===== src/rtl/hazard_ctrl.sv =====
// Pipeline hazard controller: load-use detection across issue slots, divider stall FSM,
// stage enable/flush priority resolution and a saturating D-stall cycle counter.

module hazard_slot_cmp #(
    parameter int NUM_SLOTS = 2,
    parameter int REG_AW    = 5
) (
    input  logic                                d_valid,
    input  logic [REG_AW-1:0]                   d_rs,
    input  logic [REG_AW-1:0]                   d_rt,
    input  logic [NUM_SLOTS-1:0]                e_load,
    input  logic [NUM_SLOTS-1:0][REG_AW-1:0]    e_waddr,
    input  logic [NUM_SLOTS-1:0]                m_load,
    input  logic [NUM_SLOTS-1:0][REG_AW-1:0]    m_waddr,
    output logic                                hit
);
    // $zero is hardwired, so a load targeting it never creates a dependency
    always_comb begin
        hit = 1'b0;
        for (int j = 0; j < NUM_SLOTS; j++) begin
            if (e_load[j] && e_waddr[j] != '0 && (d_rs == e_waddr[j] || d_rt == e_waddr[j]))
                hit = 1'b1;
            if (m_load[j] && m_waddr[j] != '0 && (d_rs == m_waddr[j] || d_rt == m_waddr[j]))
                hit = 1'b1;
        end
        hit = hit & d_valid;
    end
endmodule

module hazard_ctrl #(
    parameter int NUM_SLOTS  = 2,
    parameter int REG_AW     = 5,
    parameter int DIV_CYCLES = 8,
    parameter int CNT_W      = 32
) (
    input  logic                          clk,
    input  logic                          rst,
    input  logic [NUM_SLOTS-1:0]          D_valid,
    input  logic [NUM_SLOTS*REG_AW-1:0]   D_rs,
    input  logic [NUM_SLOTS*REG_AW-1:0]   D_rt,
    input  logic [NUM_SLOTS-1:0]          E_memtoReg,
    input  logic [NUM_SLOTS*REG_AW-1:0]   E_reg_waddr,
    input  logic [NUM_SLOTS-1:0]          M_memtoReg,
    input  logic [NUM_SLOTS*REG_AW-1:0]   M_reg_waddr,
    input  logic                          E_branch_taken,
    input  logic                          E_div_start,
    input  logic                          M_exception,
    input  logic                          fifo_full,
    input  logic                          perf_clr,
    output logic                          F_ena,
    output logic                          D_ena,
    output logic                          E_ena,
    output logic                          M_ena,
    output logic                          W_ena,
    output logic                          F_flush,
    output logic                          D_flush,
    output logic                          E_flush,
    output logic                          M_flush,
    output logic                          W_flush,
    output logic                          div_busy,
    output logic                          div_done,
    output logic [CNT_W-1:0]              stall_cnt
);
    localparam int DW = (DIV_CYCLES > 2) ? $clog2(DIV_CYCLES) : 1;

    typedef enum logic {IDLE, BUSY} state_t;

    logic [NUM_SLOTS-1:0][REG_AW-1:0] d_rs_a, d_rt_a, e_waddr_a, m_waddr_a;
    logic [NUM_SLOTS-1:0]             slot_hit;
    logic                             lw_hit, div_stall;
    state_t                           state, state_nxt;
    logic [DW-1:0]                    div_cnt, div_cnt_nxt;

    assign d_rs_a    = D_rs;
    assign d_rt_a    = D_rt;
    assign e_waddr_a = E_reg_waddr;
    assign m_waddr_a = M_reg_waddr;

    generate
        for (genvar i = 0; i < NUM_SLOTS; i++) begin : g_slot
            hazard_slot_cmp #(.NUM_SLOTS(NUM_SLOTS), .REG_AW(REG_AW)) u_cmp (
                .d_valid (D_valid[i]),
                .d_rs    (d_rs_a[i]),
                .d_rt    (d_rt_a[i]),
                .e_load  (E_memtoReg),
                .e_waddr (e_waddr_a),
                .m_load  (M_memtoReg),
                .m_waddr (m_waddr_a),
                .hit     (slot_hit[i])
            );
        end
    endgenerate

    assign lw_hit    = |slot_hit;
    assign div_stall = (state == IDLE && E_div_start) || (state == BUSY && div_cnt != '0);

    always_comb begin
        state_nxt   = state;
        div_cnt_nxt = div_cnt;
        if (M_exception) begin
            state_nxt   = IDLE;
            div_cnt_nxt = '0;
        end else begin
            case (state)
                IDLE: if (E_div_start) begin
                    state_nxt   = BUSY;
                    div_cnt_nxt = DW'(DIV_CYCLES - 1);
                end
                BUSY: if (div_cnt != '0) div_cnt_nxt = div_cnt - DW'(1);
                      else               state_nxt   = IDLE;
                default: state_nxt = IDLE;
            endcase
        end
    end

    always_ff @(posedge clk) begin
        if (rst) begin
            state   <= IDLE;
            div_cnt <= '0;
        end else begin
            state   <= state_nxt;
            div_cnt <= div_cnt_nxt;
        end
    end

    always_comb begin
        {F_ena, D_ena, E_ena, M_ena, W_ena}           = '1;
        {F_flush, D_flush, E_flush, M_flush, W_flush} = '0;
        div_busy = 1'b0;
        div_done = 1'b0;
        if (rst) begin
            {F_flush, D_flush, E_flush, M_flush, W_flush} = '1;
        end else begin
            div_busy = (state == BUSY);
            div_done = (state == BUSY) && div_cnt == '0;
            if (M_exception) begin
                {F_flush, D_flush, E_flush, M_flush} = '1;
            end else begin
                // a taken branch under a divide stall simply waits in E
                if (div_stall)
                    {F_ena, D_ena, E_ena, M_ena} = '0;
                else if (E_branch_taken)
                    {D_flush, E_flush} = '1;
                else if (lw_hit) begin
                    {F_ena, D_ena} = '0;
                    E_flush        = 1'b1;
                end
                if (fifo_full) F_ena = 1'b0;
            end
        end
    end

    always_ff @(posedge clk) begin
        if (rst || perf_clr)
            stall_cnt <= '0;
        else if (!D_ena && !(&stall_cnt))
            stall_cnt <= stall_cnt + CNT_W'(1);
    end
endmodule


===== config.mk =====
export PLATFORM = sky130hd
export DESIGN_NAME = hazard_ctrl
export DESIGN_NICKNAME = d
export VERILOG_FILES = /design/src/rtl/hazard_ctrl.sv
export SDC_FILE = /design/constraint.sdc
export NUM_CORES = 1
export LEC_CHECK = 0
export CAP_MARGIN = 0
export CELL_PAD_IN_SITES_DETAIL_PLACEMENT = 1
export CELL_PAD_IN_SITES_GLOBAL_PLACEMENT = 2
export CORE_UTILIZATION = 28
export DETAILED_ROUTE_END_ITERATION = 8
export PLACE_DENSITY = 0.87
export SYNTH_ARGS = -nofsm -noshare
export SYNTH_HDL_FRONTEND = slang
export SYNTH_SLANG_ARGS = --single-unit

===== constraint.sdc =====
create_clock -name clk -period 3.73 [get_ports clk]
set_input_delay 0.373 -clock clk [delete_from_list [all_inputs] [get_ports clk]]
set_output_delay 0.373 -clock clk [all_outputs]
set_load 0.01 [all_outputs]

==> key figures, run 1 <==
Run status
  – Outcome: finished clean

Global routing
  – Tot GR Track Use: 18.5%
  – Total gr overflow: 0
  – Largest net degree at the start of global routing: 63
  – First-pass GRT wire length: 16800 um
  – Number of global-route vias before repair: 3292
  – Initial antenna violation count: 0

Final layout
  – Post-route cell area: 4130 um2
  – Share of layout cells above drive strength 1: 3.44%
  – Antenna cells: 0
  – Nets: 520
  – Layout area overhead: 33.4%
  – Leading cell types in the layout, fill and taps excluded: clkdlybuf4s50_1, xor2_1, dfxtp_1
  – Most common cell after layout, fill and taps aside: clkdlybuf4s50_1

Die
  – Core area: 10800 um2
  – I/O Pins: 97
  – Die width: 107 um
  – Starting Density: 28.6%
  – Die area: 11500 um2
  – Chip height: 107 um
  – # rows: 38

STA
  – Post-route clock period utilization: 92.0%
  – Worst-margin pin slew: 1.16 ns
  – Setup violators final: 0
  – Setup tns final: 0 ns
  – Post-layout min period: 3.43 ns
  – Slew Limit Fails: 0
  – Relative slew slack: 22.4%
  – Fmax: 0.292 GHz
  – Clk_skew: 0.0104 ns
  – Final hold vios: 0
  – RSZ-0062 raised after global routing: no

Detailed routing
  – WL/cell: 17.4 um
  – Routed wire length: 10500 um
  – Vias: 3186
  – First DRT Iteration DRCs: 106
  – DRC Markers: 0
  – Routed Antenna Nets: 0
  – Via density per instance: 5.27
  – TritonRoute pass-1 iters: 4

Critical path
  – Worst path arrival time: 3.06 ns
  – Crit. End Element: primary output
  – Highest-delay cell along the critical path: clkdlybuf4s50_1
  – CP most frequent cell: clkdlybuf4s50_1
  – Type of the worst setup path: in2out
  – Worst path required time: 3.36 ns
  – Worst reg-to-reg setup slack: 0.83 ns
  – Critical-path cell list: clkdlybuf4s50_1 -> or4_1 -> o21ai_1 -> o22ai_1 -> o21a_1 -> nor3_4 -> nor2_1 -> a21oi_1 -> clkdlybuf4s50_1
  – Crit path max fanout: 5
  – Critical Path Max Stage Delay: 0.56 ns
  – Critical Path Source Type: primary input

Yosys
  – Post-synthesis mux area share: 0.648%
  – Post-synthesis simple-gate area fraction: 25.4%
  – Gate count of the mapped netlist: 399
  – Post-Syn Nets: 455
  – Largest family of logic cells by synthesized area: simple AND/OR/NAND/NOR gates
  – Register area share after synthesis: 23.3%
  – XOR/XNOR Fraction of Synth Area: 22.7%
  – Synth cell types: 38
  – FF+latch count, synth: 36
  – Average size of a mapped cell: 7.75 um2
  – Syn Std Cell Area: 3090 um2
  – Total number of yosys warnings: 0
  – Post-synthesis compound-gate area fraction: 18.2%
  – Synth Area in Adders: 1.21%

Placed design
  – Cell Area, Placed: 4030 um2
  – Port bufs: 95
  – Detailed Place HPWL: 7820 um
  – Final GP Congestion: 0.930

Hold path
  – Hold Path Class: reg2reg

Clocking
  – Clock buffer depth: 2
  – Setup bufs post-CTS: 0
  – CTS Hold Bufs: 0
  – H-tree Lvls: 2
  – Reg clk slew, reported paths: 0.08 ns
  – CTS Buf Count: 5
  – Resize count post-CTS: 0
  – Clk Latency, worst-skew pair: 0.29 ns
  – CTS tree: done
  – Root buffer cell: clkbuf_8
  – Clk sinks: 36

Pwr
  – Power Dens Cells: 236 nW/um2
  – Max VDD drop: 0.154 mV
  – Pwr Total: 0.973 mW
  – Leak Pwr: 1.38 nW

Job
  – Max-Cap Viols: 0
-- cells in the mapped netlist, drive strengths merged --
cell / instances / area share (%)
or4: 31 / 7.5
or2: 1 / 0.20
a311oi: 1 / 0.28
o31ai: 27 / 6.6
o311ai: 1 / 0.28
a22oi: 9 / 2.2
nor2b: 2 / 0.40
nor3b: 1 / 0.24
o21a: 4 / 0.97
mux2i: 2 / 0.65
dfxtp: 36 / 23
xor2: 80 / 23
o22ai: 5 / 1.0
o21ai: 9 / 1.5
buf: 20 / 4.7
nor3: 17 / 3.1
ha: 3 / 1.2
nand2: 17 / 2.1
clkbuf: 23 / 2.8
o41ai: 1 / 0.28
and2: 4 / 0.81
inv: 8 / 0.97
nand4: 8 / 1.6
and4: 4 / 1.1
nand2b: 1 / 0.20
a31o: 1 / 0.28
and3: 11 / 2.2
nor2: 25 / 3.0
conb: 1 / 0.12
a21oi: 30 / 4.9
or3: 4 / 0.81
nor4: 2 / 0.40
nand3: 10 / 1.6
-- layer usage --
metal	routed length [um]	vias up	GRT usage (%)
met2	5040	75	31.8
met5	0	-	0
li1	-	1560	-
met4	284	0	6.85
met3	379	19	2.80
met1	4800	1532	23.2
-- worst max-delay path: cells and delay by family --
family / cells / cell delay, ns
AO/OA/AOI/OAI: 4 / 0.76
AND/OR/NAND/NOR: 3 / 0.82
buffers and inverters: 2 / 1.11
-- worst paths after layout --
kind	cells past startpoint	from	end
setup reg to reg	8	div_cnt[0]	stall_cnt[3]
hold / removal	2	stall_cnt[23]	stall_cnt[23]
hold reg to reg	2	stall_cnt[23]	stall_cnt[23]
setup / recovery	9	E_reg_waddr[8]	F_ena
-- metrics by stage --
| stage | std cells | hold WS [ns] | setup WS [ns] | utilization (%) |
|---|---|---|---|---|
| final | 605 | 0.497 | 0.300 | 38.2 |
| after global routing | 605 | 0.524 | 0.213 | 38.2 |
| after CTS | 605 | 0.501 | 0.307 | 38.2 |
| after detailed placement | 597 | 0.486 | 0.312 | 37.4 |
| after global placement | 597 | 0.475 | 0.430 | 37.4 |
| after floorplan | 399 | 0.476 | 1.05 | - |
-- cell families after synthesis --
kind of cell	Yosys count
XOR/XNOR	80
other	1
multiplexers	2
AND/OR/NAND/NOR	138
buffers and inverters	51
adder cells (fa/ha/maj)	3
AO/OA/AOI/OAI	88
flip-flops	36
-- layout make-up --
cell class              count  area [um2]
fillers                  1292        6670
multi-input cells         312        2110
repair buffers            101         996
flip-flops and latches     36         721
well taps                 140         175
clock buffers               7        86.3
inverters                   8        30.0
clock inverters             1        7.51
-- sequential cells by signal, indices dropped and copies added (netlist names) --
signal,count
div_cnt,3
stall_cnt,32
state,1
-- report_power, final --
part           switching [mW]  leakage, nW  total (mW)  internal, mW
logic                   0.162         1.05       0.284         0.122
clock network           0.150       0.0445       0.300         0.150
registers             0.00242        0.291       0.389         0.387
total                   0.315         1.38       0.973         0.659
(Power assumes the default switching activity.)
==> run 2, diff against run 1 <==
--- a/config.mk
+++ b/config.mk
@@ -8,9 +8,10 @@
 export CAP_MARGIN = 0
 export CELL_PAD_IN_SITES_DETAIL_PLACEMENT = 1
 export CELL_PAD_IN_SITES_GLOBAL_PLACEMENT = 2
-export CORE_UTILIZATION = 28
+export CORE_UTILIZATION = 29
+export CTS_BUF_LIST = sky130_fd_sc_hd__clkbuf_8
 export DETAILED_ROUTE_END_ITERATION = 8
-export PLACE_DENSITY = 0.87
+export PLACE_DENSITY = 0.89
 export SYNTH_ARGS = -nofsm -noshare
 export SYNTH_HDL_FRONTEND = slang
 export SYNTH_SLANG_ARGS = --single-unit
==> key figures, run 2 (synthesis results as in run 1) <==
Global routing
  – Total gr overflow: 0
  – First-pass GRT wire length: 16800 um
  – Tot GR Track Use: 18.7%
  – Number of global-route vias before repair: 3320
  – Initial antenna violation count: 0
  – Largest net degree at the start of global routing: 63

Clocking
  – Root buffer cell: clkbuf_8
  – Reg clk slew, reported paths: 0.06 ns
  – Setup bufs post-CTS: 0
  – CTS Hold Bufs: 0
  – CTS tree: done
  – H-tree Lvls: 2
  – CTS Buf Count: 5
  – Clk sinks: 36
  – Resize count post-CTS: 0
  – Clock buffer depth: 2
  – Clk Latency, worst-skew pair: 0.29 ns

STA
  – Setup tns final: 0 ns
  – RSZ-0062 raised after global routing: no
  – Slew Limit Fails: 0
  – Final hold vios: 0
  – Setup ws final: 0.392 ns
  – Fmax: 0.300 GHz
  – Post-layout min period: 3.34 ns
  – Min Hold Slack: 0.501 ns
  – Post-route clock period utilization: 89.5%
  – Worst-margin pin slew: 1.12 ns
  – Clk_skew: 0.0114 ns
  – Relative slew slack: 25.1%
  – Setup violators final: 0

Placed design
  – Port bufs: 95
  – Final GP Congestion: 0.905
  – Placed Instances: 592
  – Cell Area, Placed: 4020 um2
  – Detailed Place HPWL: 7720 um
  – Post-Place Worst Slack: 0.397 ns

Critical path
  – Critical Path Max Stage Delay: 0.56 ns
  – Worst path bufs/invs: 2
  – Crit path max fanout: 5
  – CP most frequent cell: clkdlybuf4s50_1
  – Critical-path cell list: clkdlybuf4s50_1 -> or4_1 -> o21ai_1 -> o22ai_1 -> o21a_1 -> nor3_4 -> nor2_1 -> a21oi_1 -> clkdlybuf4s50_1
  – Type of the worst setup path: in2out
  – Worst path required time: 3.36 ns
  – Crit. End Element: primary output
  – Cell family with most CP delay: buffers and inverters
  – Critical Path Source Type: primary input
  – Worst path arrival time: 2.97 ns
  – Highest-delay cell along the critical path: clkdlybuf4s50_1

Detailed routing
  – Met1 WL: 4550 um
  – First DRT Iteration DRCs: 101
  – WL/cell: 17.1 um
  – TritonRoute pass-1 iters: 4
  – Top Layer Used: met4
  – DR WL met3: 391 um
  – Vias: 3184
  – Metal2 WL: 5100 um
  – Routed Antenna Nets: 0
  – Via density per instance: 5.32
  – Routed wire length: 10200 um
  – DRC Markers: 0

Die
  – Core area: 10300 um2
  – # rows: 37
  – Starting Density: 29.9%
  – Die area: 11100 um2
  – I/O Pins: 97
  – Chip height: 105 um
  – Die width: 105 um

Final layout
  – Antenna cells: 0
  – Post-route cell area: 4100 um2
  – Layout area overhead: 32.5%
  – Top flop regs: stall_cnt x32, div_cnt x3, state x1
  – Max reg flops: 32
  – Share of layout cells above drive strength 1: 3.02%
  – Nets: 519
  – Most common cell after layout, fill and taps aside: clkdlybuf4s50_1
  – Register Area: 721 um2
  – Leading cell types in the layout, fill and taps excluded: clkdlybuf4s50_1, xor2_1, dfxtp_1
  – Multi-input gate area: 2110 um2
  – Non-filler instance count after layout: 599
  – Reg with most FFs: stall_cnt
  – Filler instances: 1238

Pwr
  – Int Pwr: 0.632 mW
  – Sequential power share: 41.9%
  – Switching Share: 32.0%
  – P_sw: 0.298 mW
  – Power Dens Cells: 227 nW/um2
  – Max VDD drop: 0.171 mV
  – Power share of the clock group: 28.0%
  – Leak Pwr: 1.38 nW
  – Gate power share: 30.2%

Hold path
  – Hold Path Class: reg2reg

Run status
  – Outcome: finished clean

Job
  – Max-Cap Viols: 0
==> run 2: cell types whose count changed in the layout (fill, tap and decap cells not counted) <==
cell | previous run | this run
inv_1 | 8 | 9
clkinvlp_4 | 1 | 0
clkbuf_8 | 6 | 5
clkbuf_1 | 1 | 0
buf_4 | 6 | 5
clkinv_2 | 0 | 1
==> run 2: power by group through the flow <==
| stage | registers [mW] | logic, mW | clock network [mW] |
|---|---|---|---|
| 2_1_floorplan | 0.398 | 0.175 | 0 |
| 3_3_place_gp | 0.398 | 0.275 | 0 |
| 3_5_place_dp | 0.398 | 0.280 | 0 |
| 4_1_cts | 0.389 | 0.282 | 0.272 |
| 5_1_grt | 0.390 | 0.306 | 0.294 |
| 6_report | 0.389 | 0.281 | 0.260 |
==> run 2: through the flow <==
stage / power, mW / util [%]
after global routing: 0.990 / 39.7
after detailed placement: 0.678 / 38.9
after global placement: 0.673 / 38.9
after CTS: 0.944 / 39.7
final: 0.930 / 39.7
after floorplan: 0.572 / -
==> run 2: area by class of cell <==
| cell class | instances | share of cell area, % |
|---|---|---|
| repair buffers | 100 | 24.1 |
| well taps | 136 | 4.15 |
| multi-input cells | 312 | 51.5 |
| inverters | 8 | 0.733 |
| clock inverters | 2 | 0.214 |
| clock buffers | 5 | 1.68 |
| flip-flops and latches | 36 | 17.6 |
==> run 2: worst paths after layout <==
kind                  start            end  slack [ns]  cells after the start
max reg2reg      div_cnt[0]  stall_cnt[22]        0.88                      8
min              div_cnt[1]     div_cnt[1]        0.50                      2
max          M_reg_waddr[2]          F_ena        0.39                      9
min reg2reg      div_cnt[1]     div_cnt[1]        0.50                      2
==> run 2: worst register-to-register path, cell delays in order (launching register included) <==
cell and delay, ns:
dfxtp_1 0.35, inv_1 0.07, ha_1 0.19, nor2b_1 0.16, a21oi_1 0.38, o21ai_1 0.24, a31o_2 0.60, or4_1 0.61
a21oi_1 0.18
==> run 2: per-layer routing <==
| metal | up-vias | global-route usage, % |
|---|---|---|
| li1 | 1559 | - |
| met1 | 1548 | 22.9 |
| met2 | 65 | 33.4 |
| met3 | 12 | 3.34 |
| met4 | 0 | 5.23 |
| met5 | - | 0 |
